File: src/rtl/multicycle_rc_pkg.sv
// Shared types and default parameter values for the MultiCycle run-control block.
package multicycle_rc_pkg;

    typedef enum logic [1:0] {
        ST_RST_HOLD = 2'd0,
        ST_HALTED   = 2'd1,
        ST_RUN      = 2'd2,
        ST_STEP     = 2'd3
    } rc_state_t;

    localparam int DEF_STATE_W  = 4;
    localparam int DEF_OUT_W    = 8;
    localparam int DEF_CNT_W    = 32;
    localparam int DEF_RST_HOLD = 4;
    localparam int DEF_NUM_BP   = 2;
    localparam int DEF_AUTORUN  = 0;

endpackage

File: src/rtl/multicycle_run_ctrl_bp_match.sv
// NUM_BP parallel STATE comparators; bit i is set when breakpoint i is enabled and equals core_state.
module rc_bp_match
    import multicycle_rc_pkg::*;
#(
    parameter int STATE_W = DEF_STATE_W,
    parameter int NUM_BP  = DEF_NUM_BP
) (
    input  logic [NUM_BP-1:0]         bp_en,
    input  logic [NUM_BP*STATE_W-1:0] bp_state,
    input  logic [STATE_W-1:0]        core_state,
    output logic [NUM_BP-1:0]         match
);

    always_comb begin
        match = '0;
        for (int i = 0; i < NUM_BP; i++) begin
            match[i] = bp_en[i] && (core_state == bp_state[i*STATE_W +: STATE_W]);
        end
    end

endmodule

File: src/rtl/multicycle_run_ctrl.sv
// Run control for the MultiCycle core: reset sequencing, run/step/halt clock-enable gating,
// cycle counting and OUT snapshot. Breakpoints are built only when MULTICYCLE_RC_BP_EN is defined.
module multicycle_run_ctrl
    import multicycle_rc_pkg::*;
#(
    parameter int STATE_W  = DEF_STATE_W,
    parameter int OUT_W    = DEF_OUT_W,
    parameter int CNT_W    = DEF_CNT_W,
    parameter int RST_HOLD = DEF_RST_HOLD,
    parameter int NUM_BP   = DEF_NUM_BP,
    parameter int AUTORUN  = DEF_AUTORUN
) (
    input  logic                      CLK,
    input  logic                      RESET_N,
    input  logic                      run,
    input  logic                      step,
    input  logic                      halt,
    input  logic                      sreset,
    input  logic [NUM_BP-1:0]         bp_en,
    input  logic [NUM_BP*STATE_W-1:0] bp_state,
    input  logic [STATE_W-1:0]        core_state,
    input  logic [OUT_W-1:0]          core_out,
    output logic                      core_rst_n,
    output logic                      core_en,
    output logic                      halted,
    output logic [NUM_BP-1:0]         bp_hit,
    output logic [CNT_W-1:0]          cycle_cnt,
    output logic [OUT_W-1:0]          out_snap
);

    localparam int HOLD_W = (RST_HOLD > 1) ? $clog2(RST_HOLD) : 1;
    localparam logic [HOLD_W-1:0] HOLD_LAST = HOLD_W'(RST_HOLD - 1);

    rc_state_t         state, state_nxt;
    logic [HOLD_W-1:0] hold_cnt;
    logic              prev_run;
    logic [NUM_BP-1:0] match_vec;
    logic              bp_match;
    logic              hit_load;
    logic              hit_clear;
    logic              halt_entry;

    function automatic logic [CNT_W-1:0] sat_inc(input logic [CNT_W-1:0] v);
        return (&v) ? v : v + CNT_W'(1);
    endfunction

`ifdef MULTICYCLE_RC_BP_EN
    logic [NUM_BP-1:0] bp_hit_q;

    rc_bp_match #(
        .STATE_W (STATE_W),
        .NUM_BP  (NUM_BP)
    ) u_bp_match (
        .bp_en      (bp_en),
        .bp_state   (bp_state),
        .core_state (core_state),
        .match      (match_vec)
    );

    always_ff @(posedge CLK or negedge RESET_N) begin
        if (!RESET_N) begin
            bp_hit_q <= '0;
        end else if (sreset) begin
            bp_hit_q <= '0;
        end else if (hit_load) begin
            bp_hit_q <= match_vec;
        end else if (hit_clear) begin
            bp_hit_q <= '0;
        end
    end

    assign bp_hit = bp_hit_q;
`else
    logic unused_bp;

    assign match_vec = '0;
    assign bp_hit    = '0;
    assign unused_bp = ^{bp_en, bp_state, core_state, hit_load, hit_clear};
`endif

    // The first RUN cycle ignores matches so a resume from a breakpoint state can advance.
    assign bp_match   = (state == ST_RUN) && prev_run && (|match_vec);
    assign halt_entry = (state_nxt == ST_HALTED) && (state != ST_HALTED);

    always_comb begin
        state_nxt = state;
        core_en   = 1'b0;
        hit_load  = 1'b0;
        hit_clear = 1'b0;
        case (state)
            ST_RST_HOLD: begin
                if (hold_cnt == HOLD_LAST) begin
                    state_nxt = (AUTORUN != 0) ? ST_RUN : ST_HALTED;
                end
            end
            ST_HALTED: begin
                // A halt pulse outranks step/run here and simply leaves the core stopped.
                if (!halt) begin
                    if (step) begin
                        state_nxt = ST_STEP;
                        hit_clear = 1'b1;
                    end else if (run) begin
                        state_nxt = ST_RUN;
                        hit_clear = 1'b1;
                    end
                end
            end
            ST_STEP: begin
                core_en   = !halt;
                state_nxt = ST_HALTED;
            end
            ST_RUN: begin
                core_en  = !halt && !bp_match;
                hit_load = bp_match;
                if (halt || bp_match) begin
                    state_nxt = ST_HALTED;
                end
            end
            default: state_nxt = ST_RST_HOLD;
        endcase
        if (sreset) begin
            state_nxt = ST_RST_HOLD;
            core_en   = 1'b0;
            hit_load  = 1'b0;
            hit_clear = 1'b0;
        end
    end

    always_ff @(posedge CLK or negedge RESET_N) begin
        if (!RESET_N) begin
            state      <= ST_RST_HOLD;
            hold_cnt   <= '0;
            prev_run   <= 1'b0;
            core_rst_n <= 1'b0;
            halted     <= 1'b0;
        end else begin
            state      <= state_nxt;
            hold_cnt   <= (state == ST_RST_HOLD && state_nxt == ST_RST_HOLD && !sreset)
                          ? hold_cnt + HOLD_W'(1) : '0;
            prev_run   <= (state == ST_RUN);
            core_rst_n <= (state_nxt != ST_RST_HOLD);
            halted     <= (state_nxt == ST_HALTED);
        end
    end

    always_ff @(posedge CLK or negedge RESET_N) begin
        if (!RESET_N) begin
            cycle_cnt <= '0;
            out_snap  <= '0;
        end else if (sreset) begin
            cycle_cnt <= '0;
            out_snap  <= '0;
        end else begin
            if (core_en) begin
                cycle_cnt <= sat_inc(cycle_cnt);
            end
            if (halt_entry) begin
                out_snap <= core_out;
            end
        end
    end

endmodule

File: config.mk
export PLATFORM = sky130hd
export DESIGN_NAME = multicycle_run_ctrl
export DESIGN_NICKNAME = d
export VERILOG_FILES = /design/src/rtl/multicycle_rc_pkg.sv /design/src/rtl/multicycle_run_ctrl_bp_match.sv /design/src/rtl/multicycle_run_ctrl.sv
export SDC_FILE = /design/constraint.sdc
export NUM_CORES = 1
export LEC_CHECK = 0
export ABC_AREA = 0
export CORE_MARGIN = 1.5
export CORE_UTILIZATION = 25
export CTS_CLUSTER_SIZE = 24
export DETAILED_ROUTE_END_ITERATION = 7
export PLACE_DENSITY = 0.57
export REMOVE_ABC_BUFFERS = 1
export SLEW_MARGIN = 0
export SYNTH_ARGS = -nofsm -noshare
export SYNTH_HDL_FRONTEND = slang
export SYNTH_SLANG_ARGS = --single-unit
export TNS_END_PERCENT = 100
File: constraint.sdc
create_clock -name CLK -period 2.6 [get_ports CLK]
set_input_delay 0.26 -clock CLK [delete_from_list [all_inputs] [get_ports CLK]]
set_output_delay 0.26 -clock CLK [all_outputs]
set_load 0.005 [all_outputs]
==> results.md <==
- Diodes inserted: 0
- Die height: 103 microns
- Fraction of layout instances using a drive strength above 1: 0.0884
- Setup crit end kind: flip-flop
- Total gr overflow: 0
- Number of CTS-inserted buffers: 5
- Share of the clock period used by the worst path: 0.924
- Total negative setup slack: 0 ns
- Count of endpoints failing hold in the final timing report: 0
- Max-cap violations: 0
- Largest fanout on the critical path: 26
- Complex-gate fraction of the synthesized area: 0.162
- Max stage delay on crit path: 0.70 ns
- Area of the die: 0.0106 sq mm
- Ratio of routed vias to standard cells: 4.80
- Run status: finished, final reports clean
- Wirelength per Cell: 13.4 microns
- Flip-flop and latch area: 0.00115 sq mm
- Highest clock frequency the design can meet: 416 MHz
- Antenna violations before repair: 0
- Crit Path Class: reg -> reg
- Filler Cell Count: 1044
- Number of enable flip-flop cells after synthesis: 0
- Clock transition at the register clock pins on the worst setup and hold paths after CTS: 0.09 ns
- Root Driver: clkbuf_8
- Proportion of register bits with asynchronous set or reset after synthesis: 1.00
- Arithmetic-cell share of the synthesized area counting full adders, half adders and majority gates: 0.0100
- Post-Synthesis Cell Area: 0.00250 sq mm
- Pre-CTS worst setup slack: 0.249 ns
- TritonCTS clock tree: yes
- Final Setup Violations: 0
- Multiplexer area fraction after synthesis: 0.0105
- Largest net degree at the start of global routing: 30
- Htree depth: 2
- Ordered cell list for the critical path: nand3_1 -> or4_1 -> nor4_4 -> buf_4 -> nor4_1 -> o21ba_2
- Post-Synth XOR/XNOR Area: 0.0140
- Worst setup slack after layout: 0.197 ns
- Iteration count of the initial detailed-routing pass: 4
- Final-layout worst hold slack: 0.438 ns
- Simple-gate portion of the synthesized area: 0.300
- Class of the tightest hold or removal check: in -> async
- Worst path slowest cell: or4_1
- Combined global-route utilization of all metal layers: 0.121
- Area of the core: 0.00973 sq mm
- Crit path arrival time: 2.59 ns
- Final net count: 358
- Clock net sink count: 46
- HPWL after detailed placement: 4.39 mm
- # rows: 36
- Count of vias placed by the detailed router: 2215
- PostCTS Resize Cnt: 0
- Wire length of the first global-routing pass: 10.1 mm
- Primary FF master, synth: dfrtp_1
- Cell Pwr Density: 400 mW/mm^2
- Post-Synthesis Mean Instance Area: 9.21 sq um
- Initial DRC count: 87
- Number of buffers on the longest clock path: 2
- Number of top-level pins: 73
- Horizontal die dimension: 103 microns
- Final worst path period need: 2.40 ns
- Number of distinct library cells after synthesis: 44
- Maximum ir drop on the vdd rail: 0.196 mV
- Maximum clock skew at final layout: 0.00635 ns
- Number of routed nets with antenna violations: 0
- Clock insertion delay at the later pin of the skew report: 0.29 ns
- Data required time of the worst path: 2.79 ns
- Max Slew Vio Count: 0
- Syn. warnings: 0
- Sequential cell area fraction in the yosys report: 0.461
- Mapped Cells: 271
- Family with the most delay on the worst path: simple AND/OR/NAND/NOR gates
- Number of global-route vias before repair: 2063
- Starting Density: 0.257
- Multi-input gate area: 0.00125 sq mm
- CP Buf/Inv Count: 1
- LEAKAGE: 1.26 nW
- Number of port buffers: 56
- Largest family of logic cells by synthesized area: simple AND/OR/NAND/NOR gates
- Number of synthesized register bits: 46
- Area growth, synth to finish: 32.0%
- Number of DRC violations after detailed routing: 0
- Final estimated routing congestion in global placement: 0.778
- Post-Route WL: 6.16 mm
- Final Util: 0.339
- Setup Fix Bufs, Post-CTS: 0
- RSZ-0062 raised after global routing: no
- CP Launch Type: flip-flop
placed cells by master, fill, tap and decap left out, types with 2 or more instances in the layout:
master / count
xnor2_1: 2
a21oi_1: 20
ha_1: 2
clkbuf_8: 5
nor3_1: 2
buf_4: 9
clkinv_2: 2
o41ai_1: 3
and4_1: 5
dfrtp_1: 46
nand4_1: 9
nor2b_1: 6
clkdlybuf4s50_1: 55
o31a_1: 4
o21ba_2: 4
nor2_1: 17
nand3_1: 10
nand2b_1: 11
conb_1: 2
and3_1: 6
nand2_1: 26
or4_1: 4
o31ai_1: 4
nor4_1: 6
xor2_1: 2
nor4b_1: 3
or3_1: 15
inv_1: 5
o21ai_0: 25
report_power, final:
group	switching, mW	internal [mW]
Combinational	0.0651	0.0730
Clock	0.242	0.181
Sequential	0.0143	0.741
per-stage QoR:
| stage | power [mW] | instances | cell area [sq um] |
|---|---|---|---|
| after floorplan | 0.815 | 255 | 2420 |
| after global placement | 0.909 | 453 | 3210 |
| after detailed placement | 0.911 | 453 | 3210 |
| after CTS | 1.35 | 461 | 3300 |
| after global routing | 1.40 | 461 | 3300 |
| final | 1.32 | 461 | 3300 |
path summary, 6_finish.rpt:
check	from	endpoint	slack, ns	depth (start not counted)
setup reg to reg	cycle_cnt[27]	cycle_cnt[12]	0.20	6
setup / recovery	cycle_cnt[27]	cycle_cnt[12]	0.20	6
max in group asynchronous	RESET_N	out_snap[2]	1.41	3
hold reg to reg	hold_cnt[0]	hold_cnt[0]	0.44	1
hold / removal	RESET_N	cycle_cnt[28]	0.44	2
min in group CLK	hold_cnt[0]	hold_cnt[0]	0.44	1
layout make-up:
class / instances / share of cell area
Inverter: 5 / 0.00569
Clock buffer: 5 / 0.0209
Timing Repair Buffer: 66 / 0.192
Sequential cell: 46 / 0.349
Clock inverter: 2 / 0.00304
Multi-Input combinational cell: 204 / 0.379
Tap cell: 133 / 0.0505
sequential cells by signal (all words and copies together) (netlist names):
register	cells
hold_cnt	2
cycle_cnt	32
core_rst_n	1
halted	1
state	2
out_snap	8
routing by layer:
metal	up-vias	global-route usage	wire, microns
met3	2	0.0312	280
met5	-	0	0
met4	0	0.0249	17
li1	1103	-	-
met2	50	0.198	2900
met1	1060	0.162	2960
cell usage after synthesis (2+ instances only):
cell      count  area [sq um]
and4_1        5          43.8
buf_2         6          30.0
o31ai_1       4          30.0
xor2_1        2          17.5
ha_1          2          25.0
o21ba_2       4          40.0
nand2_1      26          97.6
and3_1        6          37.5
nor3_1        2          10.0
dfrtp_1      46          1150
a21oi_1      20           100
or3_1        15          93.8
or4_1         4          30.0
nor4b_1       3          26.3
buf_4         3          22.5
xnor2_1       2          17.5
o21ai_0      25           125
o31a_1        4          35.0
nor2b_1       6          37.5
inv_1         5          18.8
nand2b_1     11          68.8
nand3_1      10          50.1
nand4_1       9          56.3
nor4_1        6          37.5
clkbuf_1      8          30.0
o41ai_1       3          26.3
nor2_1       17          63.8
worst register-to-register path, cell delays in order (launching register included):
cell	delay [ns]
dfrtp_1	0.46
nand3_1	0.15
or4_1	0.70
nor4_4	0.36
buf_4	0.33
nor4_1	0.09
o21ba_2	0.20
cells by family after synthesis:
logic type,Yosys count
multiplexers,2
other,1
buffers and inverters,22
XOR/XNOR,4
flip-flops,46
adder cells (fa/ha/maj),2
AO/OA/AOI/OAI,65
AND/OR/NAND/NOR,129
repair_timing:
action | in CTS | in global routing
hold endpoints to repair | 17 | 0
hold buffers | 1 | 0
endpoints found under the setup margin | 0 | 0
No activity file was read; power rests on OpenSTA's default activity.
